--- config.mk ---
export PLATFORM = sky130hd
export DESIGN_NAME = alu_sequencer
export DESIGN_NICKNAME = d
export VERILOG_FILES = /design/src/rtl/alu_sequencer.sv
export SDC_FILE = /design/constraint.sdc
export NUM_CORES = 1
export LEC_CHECK = 0
export BUFFER_PORTS_ARGS = -buffer_cell sky130_fd_sc_hd__buf_2
export CAP_MARGIN = 20
export CORE_MARGIN = 2
export CORE_UTILIZATION = 32
export CTS_CLUSTER_DIAMETER = 200
export CTS_CLUSTER_SIZE = 30
export DETAILED_ROUTE_END_ITERATION = 12
export GPL_ROUTABILITY_DRIVEN = 0
export PLACE_DENSITY = 0.62
export SLEW_MARGIN = 30
export SYNTH_ARGS = -nofsm -noshare
export SYNTH_HDL_FRONTEND = slang
export SYNTH_SLANG_ARGS = --single-unit
--- constraint.sdc ---
create_clock -name clk -period 1.9 [get_ports clk]
set_input_delay 0.38 -clock clk [delete_from_list [all_inputs] [get_ports clk]]
set_output_delay 0.38 -clock clk [all_outputs]
set_load 0.02 [all_outputs]
--- src/rtl/alu_sequencer.sv ---
// ---------------------------------------------------------------------------
// alu_sequencer
//
// Multicycle controller that takes one decoded instruction at a time from the
// decode stage and walks it through register-file read, ALU execute and
// writeback (IDLE -> READ -> EXEC -> WB -> IDLE, four cycles per instruction).
// It also owns the architectural 5-bit PSR {N, Z, L, F, C} (bits 4..0).
//
// Optional build macro: ALU_SEQ_ILLEGAL_TRAP_EN
//   When defined, an illegal opcode parks the FSM in a TRAP state after WB
//   (output trap high, issue_ready low) until trap_clr is seen.
//
// Ports:
//   clk, reset          clock (rising edge), asynchronous active-low reset
//   issue_*             decode handshake and instruction fields
//   rf_raddr_a/b        register-file read addresses (Rdest / Rsrc)
//   rf_rdata_a/b        register-file read data, one cycle after the address
//   rf_we/waddr/wdata   register-file write port, pulsed in WB
//   alu_alucont         ALU opcode, only non-zero in EXEC
//   alu_rdest/alu_rsrc  ALU operands, only non-zero in EXEC
//   alu_result/alu_psr  combinational ALU outputs
//   psr                 architectural flags, registered
//   done, done_illegal  one-cycle completion pulse and its illegal qualifier
//   trap, trap_clr      (ALU_SEQ_ILLEGAL_TRAP_EN only) trap status / release
// ---------------------------------------------------------------------------
module alu_sequencer #(
   parameter int WIDTH = 16,
   parameter int REGS  = 16,
   localparam int AW   = $clog2(REGS)
) (
   input  logic             clk,
   input  logic             reset,
   input  logic             issue_valid,
   output logic             issue_ready,
   input  logic [3:0]       issue_op,
   input  logic             issue_imm_sel,
   input  logic [AW-1:0]    issue_rdest,
   input  logic [AW-1:0]    issue_rsrc,
   input  logic [7:0]       issue_imm,
   output logic [AW-1:0]    rf_raddr_a,
   output logic [AW-1:0]    rf_raddr_b,
   input  logic [WIDTH-1:0] rf_rdata_a,
   input  logic [WIDTH-1:0] rf_rdata_b,
   output logic             rf_we,
   output logic [AW-1:0]    rf_waddr,
   output logic [WIDTH-1:0] rf_wdata,
   output logic [3:0]       alu_alucont,
   output logic [WIDTH-1:0] alu_rsrc,
   output logic [WIDTH-1:0] alu_rdest,
   input  logic [WIDTH-1:0] alu_result,
   input  logic [4:0]       alu_psr,
   output logic [4:0]       psr,
`ifdef ALU_SEQ_ILLEGAL_TRAP_EN
   input  logic             trap_clr,
   output logic             trap,
`endif
   output logic             done,
   output logic             done_illegal
);

   localparam logic [3:0] OP_ADD  = 4'd0;
   localparam logic [3:0] OP_SUB  = 4'd1;
   localparam logic [3:0] OP_AND  = 4'd2;
   localparam logic [3:0] OP_XOR  = 4'd3;
   localparam logic [3:0] OP_OR   = 4'd4;
   localparam logic [3:0] OP_CMP  = 4'd5;
   localparam logic [3:0] OP_MOV  = 4'd6;
   localparam logic [3:0] OP_LSH  = 4'd7;
   localparam logic [3:0] OP_LSHI = 4'd8;
   localparam logic [3:0] OP_LUI  = 4'd9;

   typedef enum logic [2:0] {
      S_IDLE,
      S_READ,
      S_EXEC,
      S_WB,
      S_TRAP
   } state_t;

   state_t            r_state;
   state_t            w_nextState;

   logic [3:0]        r_op;
   logic              r_immSel;
   logic [AW-1:0]     r_rdest;
   logic [AW-1:0]     r_rsrc;
   logic [7:0]        r_imm;

   logic              r_rfWe;
   logic [AW-1:0]     r_rfWaddr;
   logic [WIDTH-1:0]  r_rfWdata;
   logic [4:0]        r_psr;
   logic              r_done;
   logic              r_doneIllegal;

   logic              w_illegal;
   logic              w_inExec;
   logic [WIDTH-1:0]  w_extImm;
   logic [WIDTH-1:0]  w_luiVal;

   assign w_illegal = (r_op > OP_LUI);
   assign w_inExec  = (r_state == S_EXEC);
   assign w_luiVal  = {r_imm, {(WIDTH-8){1'b0}}};

   // State register; an asynchronous reset drops any instruction in flight.
   always_ff @(posedge clk or negedge reset) begin
      if (!reset) begin
         r_state <= S_IDLE;
      end else begin
         r_state <= w_nextState;
      end
   end

   // Next-state logic. Instructions are only taken in IDLE, so issue_valid
   // seen while busy is simply ignored and the issuer keeps holding it.
   always_comb begin
      w_nextState = r_state;
      case (r_state)
         S_IDLE: if (issue_valid) w_nextState = S_READ;
         S_READ: w_nextState = S_EXEC;
         S_EXEC: w_nextState = S_WB;
`ifdef ALU_SEQ_ILLEGAL_TRAP_EN
         S_WB:   w_nextState = w_illegal ? S_TRAP : S_IDLE;
         S_TRAP: if (trap_clr) w_nextState = S_IDLE;
`else
         S_WB:   w_nextState = S_IDLE;
`endif
         default: w_nextState = S_IDLE;
      endcase
   end

   // Capture the instruction fields on the accept cycle; they stay stable for
   // the rest of the instruction so the read addresses never glitch.
   always_ff @(posedge clk or negedge reset) begin
      if (!reset) begin
         r_op     <= '0;
         r_immSel <= 1'b0;
         r_rdest  <= '0;
         r_rsrc   <= '0;
         r_imm    <= '0;
      end else if (r_state == S_IDLE && issue_valid) begin
         r_op     <= issue_op;
         r_immSel <= issue_imm_sel;
         r_rdest  <= issue_rdest;
         r_rsrc   <= issue_rsrc;
         r_imm    <= issue_imm;
      end
   end

   // Immediate extension depends on the operation class: arithmetic and MOV
   // sign-extend, logic ops zero-extend, shifts keep only the 5-bit count
   // (bit 4 carries the LSHI direction).
   always_comb begin
      w_extImm = {{(WIDTH-8){1'b0}}, r_imm};
      case (r_op)
         OP_ADD, OP_SUB, OP_CMP, OP_MOV: w_extImm = {{(WIDTH-8){r_imm[7]}}, r_imm};
         OP_AND, OP_XOR, OP_OR:          w_extImm = {{(WIDTH-8){1'b0}}, r_imm};
         OP_LSH, OP_LSHI:                w_extImm = {{(WIDTH-5){1'b0}}, r_imm[4:0]};
         default:                        w_extImm = {{(WIDTH-8){1'b0}}, r_imm};
      endcase
   end

   // Output decode from the current state. The ALU sees a quiet all-zero
   // command except during EXEC of a legal op; LUI is executed as a MOV of
   // the pre-shifted immediate rather than using the ALU's own LUI encoding.
   always_comb begin
      issue_ready = (r_state == S_IDLE);
      alu_alucont = 4'b0000;
      alu_rdest   = '0;
      alu_rsrc    = '0;
      if (w_inExec && !w_illegal) begin
         if (r_op == OP_LUI) begin
            alu_alucont = OP_MOV;
            alu_rdest   = w_luiVal;
            alu_rsrc    = w_luiVal;
         end else begin
            alu_alucont = r_op;
            alu_rdest   = rf_rdata_a;
            alu_rsrc    = r_immSel ? w_extImm : rf_rdata_b;
         end
      end
`ifdef ALU_SEQ_ILLEGAL_TRAP_EN
      trap = (r_state == S_TRAP);
`endif
   end

   // Writeback and flag registers are loaded at the end of EXEC so they are
   // presented during WB; the write-enable and done pulses last exactly the
   // WB cycle. CMP updates only L/Z/N and never writes, ADD/SUB update only
   // C/F, and an illegal op touches nothing but done/done_illegal.
   always_ff @(posedge clk or negedge reset) begin
      if (!reset) begin
         r_rfWe        <= 1'b0;
         r_rfWaddr     <= '0;
         r_rfWdata     <= '0;
         r_psr         <= '0;
         r_done        <= 1'b0;
         r_doneIllegal <= 1'b0;
      end else begin
         r_done        <= w_inExec;
         r_doneIllegal <= w_inExec && w_illegal;
         r_rfWe        <= w_inExec && !w_illegal && (r_op != OP_CMP);
         if (w_inExec && !w_illegal) begin
            r_rfWaddr <= r_rdest;
            r_rfWdata <= alu_result;
            if (r_op == OP_ADD || r_op == OP_SUB) begin
               r_psr[1:0] <= alu_psr[1:0];
            end else if (r_op == OP_CMP) begin
               r_psr[4:2] <= alu_psr[4:2];
            end
         end
      end
   end

   assign rf_raddr_a   = r_rdest;
   assign rf_raddr_b   = r_rsrc;
   assign rf_we        = r_rfWe;
   assign rf_waddr     = r_rfWaddr;
   assign rf_wdata     = r_rfWdata;
   assign psr          = r_psr;
   assign done         = r_done;
   assign done_illegal = r_doneIllegal;

endmodule

==> impl_metrics.toml, run 1 <==
[outcome]
status = "finished with violations"
violations = "negative setup slack"

[place]
placed_area_um2 = 3339
port_buffers = 149
dpl.hpwl_um = 4891
dp_cells = 461

[pwr]
p_leak_uw = 0.001953
clkPwrFrac = 0.097
sw_frac_of_total = 0.4284
power_density_nw_per_um2 = 1766
p_seq_frac = 0.301
pwr-share-comb = 0.602
internal_power_uw = 3887
ir_drop_mv = 0.7315
p_switching_uw = 2914

[finish]
final_nets = 457
diodes = 0
fin_util = 0.5252
area_growth_pct = 57.07
most-common-layout-cells = "buf_2, dfrtp_1, mux2_2"
final_cell_count_no_fill = 478
final_layout_size_suffix_gt1_frac = 0.6860
design_area_um2 = 3850
mostFrequentLayoutCell = "buf_2"

[clocking]
clock_path_buffers = 2
cts_buffers = 5
holdBufCountCts = 0
clk-insertion-delay-late_ns = 0.29
clkTransAtPathRegs_ns = 0.08
root_buffer = "clkbuf_8"
cts_tree = "done"
cts.sinks = 51
ctsHtreeMaxLevel = 2

[synthesis]
synthArstFlopShare = 1.000
ys_seq_area_frac = 0.5207
synth_nets = 292
ys_warn_count = 0
avgSynthCellArea_um2 = 11.51
syn_area_um2 = 2451
synth_edf_count = 0
synthCells = 213
ys_ff_latch = 51
yosysUniqueCellTypes = 29
ys.flop_type = "dfrtp_1"

[detailed_routing]
vias = 2220
wl_met2_um = 3221
final_antenna_net_count = 0
topRoutingLayerUsed = "met4"
drc = 0
routedWlPerCell_um = 13.33
routed_wl_um = 6374
wl_met1_um = 2539
vias_per_cell = 4.644
drtIter0Drc = 52
dr.pass1.iters = 4
wl_met3_um = 592

[floorplanning]
fp.dieH_um = 91.52
rows = 31
core_area_um2 = 7331
die-area_um2 = 8376
initial_core_util = 0.3344
die_x_um = 91.52
boundaryPins = 150

[sta]
setup_violations = 35
fin_crit_ns = 2.113
skew_ns = 0.001454
slew_headroom = 0.6857
timing.final.ws_setup_ns = -0.2127
min_period_over_period = 1.112
finalMaxSlewViolations = 0
worst_pin_slew_ns = 0.4715
hold_viol = 0
rsz0062_at_grt = "yes"
max_freq_mhz = 473.3

[grt]
grt.total_usage = 0.1493
grt_pass1_vias = 2249
antenna_found_initial = 0
overflow = 0
grt_max_degree = 22
grt_pass1_wl_um = 10390

[critical_path]
cp-end-kind = "output pin"
worst_r2r_startpoint = "r_op[2]"
worstPathMaxFanout = 5
reg2reg_slack_ns = 0.26
critPathLaunchType = "flip-flop"
rr_worst_depth = 6
max_stage_delay_ns = 0.44
crit_type = "flip-flop to output pin"
critPathRequiredTime_ns = 1.52
crit_chain = "or3_4, o211a_4, a21oi_2, nor2_1, buf_4"
timing.rr.end = "rf_waddr[2]"
cp.arrival_ns = 1.73
critPathBufInv = 1
cpLargestDelayFamily = "simple AND/OR/NAND/NOR gates"
crit_slowest_cell = "dfrtp_2"

[flow_run]
cap_viol_max_count = 0

[worst_hold_path]
hold_class = "primary input to async pin"
[state kept, by name, summed over array words and instances (netlist names)]
register      flops
rf_wdata         16
rf_waddr          4
rf_raddr_a        4
done              1
r_state           2
r_op              4
rf_raddr_b        4
rf_we             1
r_imm             8
r_immSel          1
psr               5
done_illegal      1
[worst reg2reg max path, stage by stage (launching register included)]
cell and delay, ns:
dfrtp_1 0.42, buf_4 0.18, o21ai_4 0.16, nand2_2 0.09, buf_4 0.14, buf_4 0.21, mux2_1 0.34
[cells in the mapped netlist, types with 2 or more instances]
master   instances  area (µm²)
nand2_2          2       12.51
inv_1            5       18.77
nor2_1          15       56.30
nand4_1          2       12.51
mux2_2          45       506.7
buf_6            4       45.04
o21ai_0          3       15.01
mux2i_1          5       50.05
and3_1           9       56.30
buf_2            7       35.03
ha_1             2       25.02
a31oi_1          8       50.05
nor2b_1          5       31.28
a21oi_1         11       55.05
dfrtp_1         51        1276
nand2_1         26       97.59
[metal layers]
layer  vias to the layer above  track usage
met3                         2      0.04979
li1                       1069            -
met4                         0      0.03157
met2                        96       0.2592
met5                         -            0
met1                      1053       0.1795
[per-stage QoR]
step	worst slack [ns]	TNS, ns	hold WS [ns]	power, µW
global placement	0.06249	0	0.3595	5386
floorplan	0.03246	0	0.08441	4396
CTS	-0.2140	-4.600	0.03727	6471
global route	-0.2895	-7.149	0.05888	7279
finish	-0.2127	-4.200	0.03022	6801
detailed placement	0.03046	0	0.3679	5456
[cells by family after synthesis]
kind of cell | share of synthesized area
muxes | 0.2318
adders and majority gates | 0.01021
AOI/OAI and AO/OA | 0.06176
buffers and inverters | 0.04185
xor gates and xnor gates | 0.003574
DFF | 0.5207
and+or+nand+nor | 0.1302
[worst max path at each step]
stage / cells after the start / endpoint / slack (ns) / from
final: 5 / alu_rsrc[5] / -0.21 / r_op[1]
after global routing: 5 / alu_rsrc[5] / -0.29 / r_op[1]
after CTS: 5 / alu_rsrc[7] / -0.21 / r_op[2]
after detailed placement: 6 / alu_rdest[10] / 0.03 / r_op[1]
after global placement: 5 / alu_rsrc[10] / 0.06 / r_op[1]
after floorplan: 7 / alu_rdest[10] / 0.03 / r_op[1]
[what timing repair did]
item                                    in CTS  in global routing
endpoints found under the setup margin      35                 36
buffers inserted                             6                  3
pin swaps                                   21                 12
resized for setup                           44                 49
[power by group through the flow]
stage          combinational [µW]  sequential [µW]  clock, µW
6_report                     4090             2050        660
5_1_grt                      4400             2140        732
4_1_cts                      3740             2030        697
3_5_place_dp                 3450             2010          0
3_3_place_gp                 3410             1970          0
2_1_floorplan                1990             2410          0
[cell type report]
class,count,area (µm²)
fill,682,3481
multi-input combinational,145,1284
sequential,51,1279
timing repair buffer,170,1045
tap,99,123.9
clock buffer,8,100.1
inverter,5,18.77
No activity file was read; power rests on OpenSTA's default activity.
==> inputs of run 2 (changes only) <==
- TNS_END_PERCENT: not set -> 1
==> run 2 against run 1 <==
  * The flow still finishes with violations (negative setup slack)
  * Sequential cell count is the same
  * Clock power is essentially flat
  * Global-route usage shrank 0.28 points
  * Core utilization shrank 2.8 points
  * Sequential share of layout area grew 1.8 points
  * First-iteration DRC count shrank 9.6%
  * Cell count shrank 0.63%
  * Cell area shrank 5.3%
  * Sequential power shrank 2%
  * Fmax shrank 0.57%
  * Clock-buffer cell count is the same
  * Combinational power shrank 7.6%
  * Critical path type unchanged
  * Critical endpoint unchanged
  * Largest cell class is now flip-flops and latches
  * Highest routed layer unchanged
==> impl_metrics.toml, run 2 (synthesis results as in run 1) <==
[critical_path]
cpLargestDelayFamily = "simple AND/OR/NAND/NOR gates"
worst_r2r_startpoint = "r_state[0]"
cp.arrival_ns = 1.74
crit_chain = "or3_4, o211a_4, a21oi_2, nor2_1, buf_4"
critPathLaunch = "r_op[1]"
cp-end-kind = "output pin"
max_stage_delay_ns = 0.44
critPathBufInv = 1
critPathLaunchType = "flip-flop"
critPathRequiredTime_ns = 1.52
worstPathMaxFanout = 5
crit_slowest_cell = "dfrtp_1"
crit_type = "flip-flop to output pin"

[grt]
grt_pass1_vias = 2216
grt.total_usage = 0.1465
antenna_found_initial = 0
overflow = 0
grt_pass1_wl_um = 10190
grt_max_degree = 22

[outcome]
violations = "negative setup slack"
status = "finished with violations"

[place]
dpl.hpwl_um = 4891
port_buffers = 149
dp_cells = 461

[sta]
rsz0062_at_grt = "yes"
fin_crit_ns = 2.125
min_period_over_period = 1.118
timing.final.ws_setup_ns = -0.2248
setup_violations = 35
skew_ns = 0.001326
slew_headroom = 0.6851
worst_pin_slew_ns = 0.4723
hold_viol = 0
max_freq_mhz = 470.6
finalMaxSlewViolations = 0

[pwr]
finalPower_uw = 6447
p_leak_uw = 0.001869
power_density_nw_per_um2 = 1768
ir_drop_mv = 0.7304

[finish]
area_growth_pct = 48.80
diodes = 0
final_cell_count_no_fill = 475
largest_reg_flops = 16
mostFrequentLayoutCell = "buf_2"
most-common-layout-cells = "buf_2, dfrtp_1, mux2_2"
final_layout_size_suffix_gt1_frac = 0.6277
nFillCells = 731
final_nets = 454

[worst_hold_path]
hold_class = "primary input to async pin"

[clocking]
holdBufCountCts = 0
cts.sinks = 51
clk-insertion-delay-late_ns = 0.29
cts_tree = "done"
clock_path_buffers = 2
root_buffer = "clkbuf_8"
ctsHtreeMaxLevel = 2
cts_buffers = 5
clkTransAtPathRegs_ns = 0.08

[detailed_routing]
routed_wl_um = 6234
final_antenna_net_count = 0
drc = 0
routedWlPerCell_um = 13.12
vias = 2216
dr.pass1.iters = 4
drtIter0Drc = 47
vias_per_cell = 4.665

[floorplanning]
die_x_um = 91.52
rows = 31
die-area_um2 = 8376
boundaryPins = 150
fp.dieH_um = 91.52
initial_core_util = 0.3344
core_area_um2 = 7331

[flow_run]
cap_viol_max_count = 0
[run 2: cell count changes in the layout (fill, tap and decap cells not counted), moves of 3 or more]
| cell | change |
|---|---|
| a21oi_1 | +7 |
| a21oi_2 | -7 |
| a31oi_1 | +3 |
| nand2_1 | +6 |
| nand2_4 | -6 |
[run 2: final timing paths]
| kind | to | slack [ns] | depth (start not counted) |
|---|---|---|---|
| max in group asynchronous | r_op[0] | 1.27 | 2 |
| max | alu_rsrc[5] | -0.22 | 5 |
| max reg2reg | psr[0] | 0.31 | 6 |
| min in group clk | r_state[1] | 0.29 | 2 |
| min reg2reg | rf_waddr[2] | 0.49 | 1 |
| min | rf_wdata[13] | 0.03 | 1 |
[run 2: power by group]
part | switching [µW] | total (µW) | internal, µW
combinational | 2040 | 3780 | 1740
clock | 327 | 659 | 333
sequential | 363 | 2010 | 1640
[run 2: metal layers]
metal | up-vias | track usage | share of wire
met3 | 2 | 0.04979 | 0.099
met4 | 0 | 0.03030 | 0.0034
met2 | 98 | 0.2537 | 0.50
li1 | 1068 | - | -
met1 | 1048 | 0.1763 | 0.40
met5 | - | 0 | 0
[run 2: layout make-up]
type | count | area, µm² | area share
repair buffers | 167 | 984.7 | 0.2700
multi-input cells | 145 | 1142 | 0.3132
inverters | 5 | 18.77 | 0.005146
well taps | 99 | 123.9 | 0.03396
flip-flops and latches | 51 | 1277 | 0.3503
clock buffers | 8 | 100.1 | 0.02744
[run 2: per-stage QoR]
step           hold slack [ns]    util  area (µm²)  setup TNS (ns)  setup slack, ns
2_1_floorplan          0.08441       -        2451               0          0.03246
4_1_cts                0.03727  0.4852        3557          -4.403          -0.2140
5_1_grt                0.05888  0.4975        3647          -7.326          -0.3000
3_5_place_dp            0.3679  0.4555        3339               0          0.03046
6_report               0.03056  0.4975        3647          -3.679          -0.2248
3_3_place_gp            0.3595  0.4555        3339               0          0.06249
[run 2: timing repair]
action | CTS | global route
gates resized for setup | 22 | 30
setup buffers | 6 | 0
pin swaps | 11 | 2
endpoints found under the setup margin | 35 | 36
==> inputs of run 3 (changes only) <==
- ABC_AREA: not set -> 1
- PLACE_DENSITY: 0.62 -> 0.61
- SLEW_MARGIN: 30 -> 10
- clock period: 1.9 -> 2.6 ns (I/O delays scaled with it)
==> run 3 against run 2 <==
  * The flow now finishes without violations
  * Clock-buffer cell count down 2
  * Core utilization fell by 4.1 points
  * Sequential cell count is the same
  * Via count up 12%
  * Cell area decreased by 2.8%
  * Largest power group unchanged
==> impl_metrics.toml, run 3 <==
[outcome]
status = "finished clean"

[synthesis]
synth_most_common_cell = "nand2_1"
ys_warn_count = 0
syn_area_um2 = 2587
synth_top_cell_by_area = "dfrtp_1"
ys.flop_type = "dfrtp_1"
ys_seq_area_frac = 0.4932
synth_top_area_share = 0.4932
synthCells = 304
synthArstFlopShare = 1.000
ys_ff_latch = 51
synth_edf_count = 0
yosysUniqueCellTypes = 29
synth_nets = 383
avgSynthCellArea_um2 = 8.511
ys_top_cells_by_area = "dfrtp_1, nand2_1, mux2_2"
synth_common_cells = "nand2_1, dfrtp_1, nor2_1"

[critical_path]
critPathLaunchType = "flip-flop"
crit_slowest_cell = "dfrtp_1"
max_stage_delay_ns = 0.74
worst_r2r_startpoint = "r_op[2]"
worstPathMaxFanout = 18
rr_worst_depth = 8
crit_chain = "clkinv_1, nand2_1, a21oi_2, buf_2"
reg2reg_slack_ns = 0.93
critPathRequiredTime_ns = 2.08
timing.rr.end = "psr[3]"
crit_type = "flip-flop to output pin"
critPathBufInv = 2
cpLargestDelayFamily = "flip-flops"
cp-end-kind = "output pin"
critPathLaunch = "r_immSel"
cp.arrival_ns = 1.89

[worst_hold_path]
hold_class = "primary input to async pin"

[sta]
max_freq_mhz = 414.6
min_period_over_period = 0.9277
rsz0062_at_grt = "no"
finalMaxSlewViolations = 0
hold_viol = 0
skew_ns = 0.007605
slew_headroom = 0.5817
setup_violations = 0
tns_ns = 0
worst_pin_slew_ns = 0.6275
fin_crit_ns = 2.412

[clocking]
clock_path_buffers = 2
cts_buffers = 5
ctsHtreeMaxLevel = 2
root_buffer = "clkbuf_8"
clkTransAtPathRegs_ns = 0.10
clk-insertion-delay-late_ns = 0.31
cts.sinks = 51
cts_tree = "done"

[detailed_routing]
vias = 2479
vias_per_cell = 4.467
drtIter0Drc = 94
final_antenna_net_count = 0
routed_wl_um = 7116
routedWlPerCell_um = 12.82
dr.pass1.iters = 4
drc = 0

[grt]
antenna_found_initial = 0
grt_max_degree = 47
overflow = 0
grt.total_usage = 0.1635
grt_pass1_vias = 2405
grt_pass1_wl_um = 11380

[finish]
multi_input_area_um2 = 1176
ff_latch_area_um2 = 1276
final_layout_size_suffix_gt1_frac = 0.4525
final_nets = 531
diodes = 0
mostFrequentLayoutCell = "buf_2"
most-common-layout-cells = "buf_2, nand2_1, dfrtp_1"
area_growth_pct = 37.04
nFillCells = 802
largest_reg_flops = 16

[place]
port_buffers = 149
dpl.hpwl_um = 5356

[pwr]
ir_drop_mv = 0.5125
finalPower_uw = 4263
p_leak_uw = 0.001990
power_density_nw_per_um2 = 1202

[floorplanning]
boundaryPins = 150
rows = 32
fp.dieH_um = 93.92
initial_core_util = 0.3331
core_area_um2 = 7767
die-area_um2 = 8821
die_x_um = 93.92

[flow_run]
cap_viol_max_count = 0
[run 3: how the worst max path moves through the flow]
stage,cells after the start,slack (ns),endpoint
after floorplan,6,0.62,alu_rsrc[10]
after global placement,9,0.40,alu_rsrc[13]
after detailed placement,9,0.32,alu_rsrc[13]
after CTS,9,0.005,alu_rsrc[13]
after global routing,9,0.03,alu_rsrc[13]
final,4,0.19,alu_rsrc[1]
[run 3: logic make-up after synthesis]
kind of cell | Yosys count | synth area share
simple gates | 173 | 0.2790
flops | 51 | 0.4932
compound gates | 36 | 0.08850
buf+inv | 25 | 0.05561
mux | 17 | 0.07398
fa+ha+maj | 2 | 0.009670
[run 3: worst register-to-register path: cells and delay by family, from the launching register on]
family        cells  cell delay, ns
simple gates      6            0.80
buf+inv           2            0.37
flops             1            0.42
[run 3: repair_timing]
| action | 4_1_cts | 5_1_grt |
|---|---|---|
| pin swaps | 1 | 0 |
| hold buffers | 0 | 0 |
| gates resized for setup | 0 | 5 |
| setup buffers | 2 | 0 |
| setup endpoints to repair | 7 | 7 |
[run 3: per-layer routing]
metal | track usage | wire length (µm) | vias up | part of all wire
li1 | - | - | 1251 | -
met1 | 0.1994 | 3032 | 1125 | 0.43
met2 | 0.2845 | 3370 | 96 | 0.47
met3 | 0.04655 | 614 | 7 | 0.086
met4 | 0.03986 | 99 | 0 | 0.014
met5 | 0 | 0 | - | 0
[run 3: area by class of cell]
class                      instances  area share
sequential                        51      0.3599
multi-input combinational        228      0.3317
timing repair buffer             154      0.2244
tap                              102     0.03599
clock buffer                       6     0.02329
inverter                          12     0.01482
clock inverter                     2    0.009880
[run 3: stage by stage]
step / hold WS (ns) / instances / area (µm²) / utilization / worst slack (ns)
floorplan: 0.2244 / 304 / 2587 / - / 0.6175
global placement: 0.4498 / 545 / 3400 / 0.4377 / 0.4008
detailed placement: 0.4541 / 545 / 3400 / 0.4377 / 0.3214
CTS: 0.2386 / 555 / 3532 / 0.4547 / 0.004931
global route: 0.2600 / 555 / 3546 / 0.4565 / 0.02686
finish: 0.2185 / 555 / 3546 / 0.4565 / 0.1879
[run 3: report_power, final]
part / internal (µW) / switching, µW
clock: 312 / 267
sequential: 1180 / 253
combinational: 781 / 1470
